$ cat src/rtl/uart_cmd_decoder.sv
// Byte-stream command decoder: turns UART frames (opcode, addr_hi, addr_lo, len, data)
// into SPC700 RAM write/read strobes and returns an ACK or the read bytes to the transmitter.
module uart_cmd_decoder #(
  parameter logic [15:0] TIMEOUT_CYCLES = 16'd50000,
  parameter logic [7:0]  ACK_BYTE       = 8'h06
) (
  input  logic        clock,
  input  logic        reset_n,
  input  logic [7:0]  rx_byte,
  input  logic        rx_valid,
  output logic [15:0] mem_addr,
  output logic [7:0]  mem_wdata,
  output logic        mem_we,
  output logic        mem_re,
  input  logic [7:0]  mem_rdata,
  output logic [7:0]  tx_byte,
  output logic        tx_start,
  input  logic        tx_busy,
  output logic        busy,
  output logic        err
);

  localparam logic [7:0] OP_WRITE = 8'h57;
  localparam logic [7:0] OP_READ  = 8'h52;

  typedef enum logic [3:0] {
    IDLE,
    ADDR_HI,
    ADDR_LO,
    LEN,
    WDATA,
    RD_REQ,
    RD_CAP,
    TX_REQ,
    TX_WAIT
  } state_t;

  state_t      r_state;
  state_t      w_nextState;
  logic [15:0] r_addr;
  logic [15:0] r_memAddr;
  logic [15:0] r_timer;
  logic [7:0]  r_memWdata;
  logic [7:0]  r_txByte;
  logic [8:0]  r_count;
  logic        r_isWrite;
  logic        r_memWe;
  logic        r_err;
  logic        r_txWaitFirst;
  logic        w_inFrame;
  logic        w_timeout;
  logic        w_badOp;
  logic [8:0]  w_lenVal;

  always_ff @(posedge clock or negedge reset_n) begin
    if (!reset_n) begin
      r_state <= IDLE;
    end else begin
      r_state <= w_nextState;
    end
  end

  // A received byte always beats the inter-byte timeout in the same cycle.
  always_comb begin
    w_nextState = r_state;
    w_badOp     = 1'b0;
    w_inFrame   = (r_state == ADDR_HI) || (r_state == ADDR_LO) ||
                  (r_state == LEN)     || (r_state == WDATA);
    w_timeout   = w_inFrame && !rx_valid && (r_timer >= TIMEOUT_CYCLES);
    w_lenVal    = (rx_byte == 8'h00) ? 9'd256 : {1'b0, rx_byte};
    case (r_state)
      IDLE: begin
        if (rx_valid) begin
          if ((rx_byte == OP_WRITE) || (rx_byte == OP_READ)) begin
            w_nextState = ADDR_HI;
          end else begin
            w_badOp = 1'b1;
          end
        end
      end
      ADDR_HI: if (rx_valid) w_nextState = ADDR_LO;
      ADDR_LO: if (rx_valid) w_nextState = LEN;
      LEN:     if (rx_valid) w_nextState = r_isWrite ? WDATA : RD_REQ;
      WDATA:   if (rx_valid && (r_count == 9'd1)) w_nextState = TX_REQ;
      RD_REQ:  w_nextState = RD_CAP;
      RD_CAP:  w_nextState = TX_REQ;
      TX_REQ:  if (!tx_busy) w_nextState = TX_WAIT;
      TX_WAIT: begin
        if (!r_txWaitFirst && !tx_busy) begin
          w_nextState = (r_count != 9'd0) ? RD_REQ : IDLE;
        end
      end
      default: w_nextState = IDLE;
    endcase
    if (w_timeout) begin
      w_nextState = IDLE;
    end
  end

  // mem_addr is loaded only when a strobe is issued, so it holds between accesses.
  always_ff @(posedge clock or negedge reset_n) begin
    if (!reset_n) begin
      r_addr        <= 16'h0000;
      r_memAddr     <= 16'h0000;
      r_timer       <= 16'h0000;
      r_memWdata    <= 8'h00;
      r_txByte      <= 8'h00;
      r_count       <= 9'd0;
      r_isWrite     <= 1'b0;
      r_memWe       <= 1'b0;
      r_err         <= 1'b0;
      r_txWaitFirst <= 1'b0;
    end else begin
      r_memWe <= 1'b0;
      r_err   <= w_badOp || w_timeout;
      if (!w_inFrame || rx_valid) begin
        r_timer <= 16'h0000;
      end else if (r_timer != 16'hFFFF) begin
        r_timer <= r_timer + 16'd1;
      end
      case (r_state)
        IDLE: begin
          if (rx_valid) r_isWrite <= (rx_byte == OP_WRITE);
        end
        ADDR_HI: begin
          if (rx_valid) r_addr[15:8] <= rx_byte;
        end
        ADDR_LO: begin
          if (rx_valid) r_addr[7:0] <= rx_byte;
        end
        LEN: begin
          if (rx_valid) begin
            if (r_isWrite) begin
              r_count <= w_lenVal;
            end else begin
              r_count   <= w_lenVal - 9'd1;
              r_memAddr <= r_addr;
              r_addr    <= r_addr + 16'd1;
            end
          end
        end
        WDATA: begin
          if (rx_valid) begin
            r_memWe    <= 1'b1;
            r_memAddr  <= r_addr;
            r_memWdata <= rx_byte;
            r_addr     <= r_addr + 16'd1;
            r_count    <= r_count - 9'd1;
            if (r_count == 9'd1) r_txByte <= ACK_BYTE;
          end
        end
        RD_CAP: begin
          r_txByte <= mem_rdata;
        end
        TX_REQ: begin
          if (!tx_busy) r_txWaitFirst <= 1'b1;
        end
        TX_WAIT: begin
          r_txWaitFirst <= 1'b0;
          if (!r_txWaitFirst && !tx_busy && (r_count != 9'd0)) begin
            r_count   <= r_count - 9'd1;
            r_memAddr <= r_addr;
            r_addr    <= r_addr + 16'd1;
          end
        end
        default: ;
      endcase
    end
  end

  assign mem_addr  = r_memAddr;
  assign mem_wdata = r_memWdata;
  assign mem_we    = r_memWe;
  assign mem_re    = (r_state == RD_REQ);
  assign tx_byte   = r_txByte;
  assign tx_start  = (r_state == TX_REQ) && !tx_busy;
  assign busy      = (r_state != IDLE);
  assign err       = r_err;

endmodule

$ cat config.mk
export PLATFORM = sky130hd
export DESIGN_NAME = uart_cmd_decoder
export DESIGN_NICKNAME = d
export VERILOG_FILES = /design/src/rtl/uart_cmd_decoder.sv
export SDC_FILE = /design/constraint.sdc
export NUM_CORES = 1
export LEC_CHECK = 0
export ABC_AREA = 1
export BUFFER_PORTS_ARGS = -buffer_cell sky130_fd_sc_hd__buf_2
export CORE_MARGIN = 1
export CORE_UTILIZATION = 39
export CTS_CLUSTER_SIZE = 16
export DETAILED_ROUTE_END_ITERATION = 8
export GPL_TIMING_DRIVEN = 0
export HOLD_SLACK_MARGIN = 0.08
export PLACE_DENSITY = 0.66
export SLEW_MARGIN = 5
export SYNTH_ARGS = -nofsm -noshare
export SYNTH_HDL_FRONTEND = slang
export SYNTH_SLANG_ARGS = --single-unit
$ cat constraint.sdc
create_clock -name clock -period 1.68 [get_ports clock]
set_input_delay 0 -clock clock [delete_from_list [all_inputs] [get_ports clock]]
set_output_delay 0 -clock clock [all_outputs]
set_load 0.03 [all_outputs]
== Yosys cells after proc, flatten, opt, wreduce, memory -nomap -nowiden ==
Cells that the tools add are included.
Storage, ports and cells
  word-level logic and storage cells: 122
  bits in registers: 81
Operators by class
  mux-type cells: 42
  equal/unequal tests: 28
  reductions and logical operators: 35
  add/sub/neg operators: 4
  order comparisons: 1
Operators with widths (count)
  $mux 16: 10
  $pmux 8 s4: 2
  $pmux 16 s3: 1
  $mux 9: 5
  $mux 4: 9
  $pmux 4 s9: 1
  $add 16x1->16 const B: 2
  $pmux 9 s3: 1
  $mux 8: 3
  $ne 3x3->1 const B: 7
  $sub 9x1->9 const B: 2
  $eq 4x3->1 const B: 4
  $eq 8x7->1 const B: 2
  $ge 16x16->1 const B: 1
  $ne 16x16->1 const B: 1
  $pmux 8 s2: 1
  $ne 2x2->1 const B: 7
  $reduce_and 6->1: 2
  $reduce_bool 4->1: 3
  $eq 9x1->1 const B: 1
  $reduce_bool 9->1: 1
  $eq 4x2->1 const B: 2
  $logic_not 8->1: 1
  $reduce_and 8->1: 1
  17 further kinds: 40

== Logic depth before layout (Yosys ltp) ==
  word-level depth: 8
  mapped depth: 12

== Least setup slack after synthesis ==
OpenSTA, ideal clock, no wires.
  path kind: flip-flop to flip-flop
  start point: register r_count[0]
  end point: register r_memAddr[9] (netlist: mem_addr[9])
  arrival: 1551 ps
  library setup time: 120 ps
  required time: 1560 ps
  stages on the path, launching flop included: 13
  path slack: 9 ps
  period minus slack after synthesis: 1671 ps
  cell sequence: dfrtp_1 -> inv_1 -> ha_1 -> inv_1 -> nor3_1 -> nand3_2 -> nand2_4 -> nor2_4 -> nand2_4 -> nor2_8 -> buf_6 -> nor2_1 -> a21oi_2
Between the ends
  cells in the longest elaborated chain, start to end: 4
RTL lines
  start: declaration: RTL line 45  | logic [8:0] r_count;
  start signal: assignment: RTL line 134  | r_count <= w_lenVal;
  start signal: assignment: RTL line 136  | r_count <= w_lenVal - 9'd1;
  start signal: assignment: RTL line 148  | r_count <= r_count - 9'd1;
  $reduce_bool 9->1: RTL line 160  | if (!r_txWaitFirst && !tx_busy && (r_count != 9'd0)) begin
  $logic_and 1x1->1: RTL line 160
  $ne 2x2->1 (no source line)
  $reduce_and 5->1 (no source line)
  end signal: assignment: RTL line 137  | r_memAddr <= r_addr;
  end signal: assignment: RTL line 145  | r_memAddr <= r_addr;
  end signal: assignment: RTL line 162  | r_memAddr <= r_addr;
  end: declaration: RTL line 41  | logic [15:0] r_memAddr;
Every way passes these cells.
A chain may end at the register's enable or synchronous reset.

== Final worst setup path ==
  start point: register r_state[0]
  end point: register r_addr[1]
Between the ends
  cells in the longest elaborated chain, start to end: 3
  elaborated cells on any way between the ends: 12
  those cells by class: 9 x eq/ne; 1 x mux; 2 x reduce/logical
RTL lines
  start: declaration: RTL line 38  | state_t r_state;
  start signal: assignment: RTL line 59  | r_state <= w_nextState;
  $eq 4x2->1, or another cell as far along: RTL line 121  | case (r_state)
  $reduce_bool 4->1 (no source line) or $ne 2x2->1 (tied branches)
  $reduce_and 6->1 (no source line)
  end signal: assignment: RTL line 129  | if (rx_valid) r_addr[7:0] <= rx_byte;
  end signal: assignment: RTL line 138  | r_addr <= r_addr + 16'd1;
  end signal: assignment: RTL line 147  | r_addr <= r_addr + 16'd1;
  end: declaration: RTL line 40  | logic [15:0] r_addr;
Several ways; a longest one is shown, not always the timed one.

==> impl_metrics.tcl <==
set metrics [dict create \
    synth.avg_cell_area_sq_um 7.747 \
    drt_iter0_drc 325 \
    worst_pin_slew_ns 0.5304 \
    core_sq_mm 0.01156 \
    finalSetupTns_ns -0.8320 \
    crit_family "simple AND/OR/NAND/NOR gates" \
    final_common_cell "nand2_1" \
    rsz0062_at_grt "true" \
    viasPerCell 5.246 \
    placed_cell_area_sq_mm 0.005184 \
    cp_num_buf_inv 2 \
    fin_crit_sh_pct 102.5 \
    path_max_fanout 5 \
    grt_pass1_wl_um 21500 \
    cts_buffer_depth 2 \
    rows 39 \
    crit_path_start "r_state[0]$_DFFE_PN0P_" \
    synth_seq_area_share_pct 43.18 \
    hold_path_class "in2async" \
    status "finished, violations left" \
    setup_viol 40 \
    wl_per_cell_um 14.96 \
    ys_ff_latch 81 \
    layout-drive-gt1-share_pct 26.37 \
    synth.distinct_cells 38 \
    path_clk_slew_ns 0.06 \
    regToRegSetupSlack_ns -0.04 \
    period_minus_slack_ns 1.721 \
    ys_warn_count 0 \
    start_util_pct 40.59 \
    cts_made_buffers 9 \
    grt_pass1_vias 4451 \
    portBuffers 56 \
    cts_tree "yes" \
    reg2reg_to "r_addr[1]$_DFFE_PN0P_" \
    crit_path_end "r_addr[1]$_DFFE_PN0P_" \
    clk-insertion-delay-late_ns 0.34 \
    end_kind "register" \
    slowest_delay_ns 0.45 \
    nets 759 \
    crit_path_start_kind "register" \
    place_hpwl_um 8925 \
    vdd_drop_max_uv 911.0 \
    areaGrowthSynthToFinish_pct 31.90 \
    gp_congestion 0.8970 \
    crit_slowest_cell "dfrtp_2" \
    crit_path_cell_trace "nor2_4 > nand3_4 > a21oi_4 > inv_2 > nand2_4 > nor2_4 > nand2_4 > nor2_2 > buf_4 > nand2_1 > nand2_1" \
    p_per_area_mw_per_mm2 1862 \
    grt_use_total_pct 21.46 \
    rr_worst_depth 11 \
    layout_common_cells "152 x nand2_1, 77 x dfrtp_1, 66 x inv_1" \
    clock-sinks 81 \
    worst_slack_ns -0.04141 \
    die_x_um 111.7 \
    reg2reg_from "r_state[0]$_DFFE_PN0P_" \
    synth_area_sq_mm 0.004695 \
    die_height_um 111.7 \
    path_depth 11 \
    die_area_sq_mm 0.01248 \
    utilization_pct 53.54 \
    synth_nets 635 \
    antenna_found_initial 0 \
    ant_nets 0 \
    slew_headroom_pct 64.51 \
    leakage_nw 3.017 \
    top_level_ports 57 \
    root_buffer "clkbuf_16" \
    diodes 0 \
    violations "DRC, setup timing" \
    routed_wl_um 13090 \
    max_freq_mhz 580.9 \
    cp.required_ns 1.91 \
    arrival_ns 1.95 \
    critPathKind "reg2reg" \
    h-tree-depth 3 \
    cap_viol_max_count 0 \
    drc 4 \
    hold_viol_final 0 \
    vias 4590 \
    grt_max_degree 62 \
    synthCells 606 \
    finClkSkew_ns 0.008331 \
    dr.pass1.iters 7 \
    final_area_sq_mm 0.006192 \
    slew_violations 0 \
    grt_overflow 0 \
]
[worst min-delay path by stage]
stage | startpoint | end | slack (ns) | cells past startpoint
floorplan | reset_n | err$_DFF_PN0_ | -0.30 | 0
global placement | mem_rdata[1] | tx_byte[1]$_DFFE_PN0P_ | 0.24 | 2
detailed placement | reset_n | mem_addr[14]$_DFFE_PN0P_ | -0.08 | 1
CTS | reset_n | r_addr[13]$_DFFE_PN0P_ | 0.11 | 2
global route | reset_n | mem_addr[5]$_DFFE_PN0P_ | 0.12 | 2
finish | reset_n | r_addr[13]$_DFFE_PN0P_ | 0.1 | 2
[layout make-up]
type	count	area (sq um)
clock buffers	10	239.0
multi-input cells	435	2475
plain buffers	12	95.09
repair buffers	115	817.0
inverters	76	287.8
flip-flops and latches	81	2032
fillers	1030	5373
clock inverters	3	67.56
well taps	143	178.9
[synth_stat cells (all sizes together)]
cell type  number  area, sq um
a211oi          1        7.510
a21oi          30        187.7
a31oi          10        62.56
a32o            6        60.06
buf            10        75.07
clkbuf          4        15.01
dfrtp          81         2027
ha              9        112.6
inv            76        285.3
nand2         161        636.9
nand3          36        195.2
nand3b          2        15.01
nand4           9        56.30
nor2           63        292.8
nor3           17        100.1
nor4            1        6.260
o211ai          4        30.03
o21ai          57        289.0
o21bai          1        7.510
o22a            2        17.52
o31ai           4        30.03
or2             3        18.77
xnor2           3        26.28
xor2           16        140.1
[registers in the layout, summed over array words and instances (netlist names)]
signal         count
err                1
r_timer           16
r_state            4
r_addr            16
r_txWaitFirst      1
mem_we             1
mem_wdata          8
r_isWrite          1
r_count            9
mem_addr          16
tx_byte            8
[layer usage]
metal | track usage, % | share of wire, % | vias to the layer above
met5 | 0 | 0 | -
li1 | - | - | 2234
met1 | 27.51 | 45 | 2219
met2 | 36.60 | 49 | 115
met4 | 7.207 | 2.0 | 0
met3 | 3.702 | 4.1 | 22
[report_power, final]
part	total (W)	internal, W	switching (W)
combinational	0.00607	0.00226	0.00382
clock	0.00211	0.00132	0.000795
sequential	0.00334	0.00272	0.000619
total	0.0115	0.00630	0.00523
[logic make-up (layout without fill, tap and decap cells)]
group	Yosys count	count (layout)	share of synthesized area, %
XOR/XNOR	19	19	3.545
adder cells (fa/ha/maj)	9	9	2.399
AO/OA/AOI/OAI	115	115	14.74
flip-flops	81	81	43.18
AND/OR/NAND/NOR	292	292	28.15
buffers and inverters	90	216	7.996
[metrics by stage]
| step | worst slack [ns] | power (W) | instances | hold slack (ns) |
|---|---|---|---|---|
| 2_1_floorplan | 0.009160 | 0.007051 | 606 | -0.2956 |
| 3_3_place_gp | -0.2439 | 0.008316 | 805 | 0.2396 |
| 6_report | -0.04141 | 0.01153 | 875 | 0.09963 |
| 5_1_grt | -0.1651 | 0.01232 | 875 | 0.1238 |
| 3_5_place_dp | -0.2794 | 0.008447 | 806 | -0.08242 |
| 4_1_cts | -0.08262 | 0.01114 | 861 | 0.1084 |
[worst reg2reg max path, stage by stage (launching register included)]
cell,delay (ns)
dfrtp_2,0.45
nor2_4,0.19
nand3_4,0.15
a21oi_4,0.16
inv_2,0.07
nand2_4,0.09
nor2_4,0.05
nand2_4,0.11
nor2_2,0.07
buf_4,0.17
nand2_1,0.06
nand2_1,0.05
[timing repair]
item,4_1_cts,5_1_grt
buffers inserted,21,14
resized for setup,31,38
pin swaps,14,18
endpoints found under the hold margin,106,0
cloned,2,1
endpoints found under the setup margin,67,76
hold buffers,20,0
(Power assumes the default switching activity.)
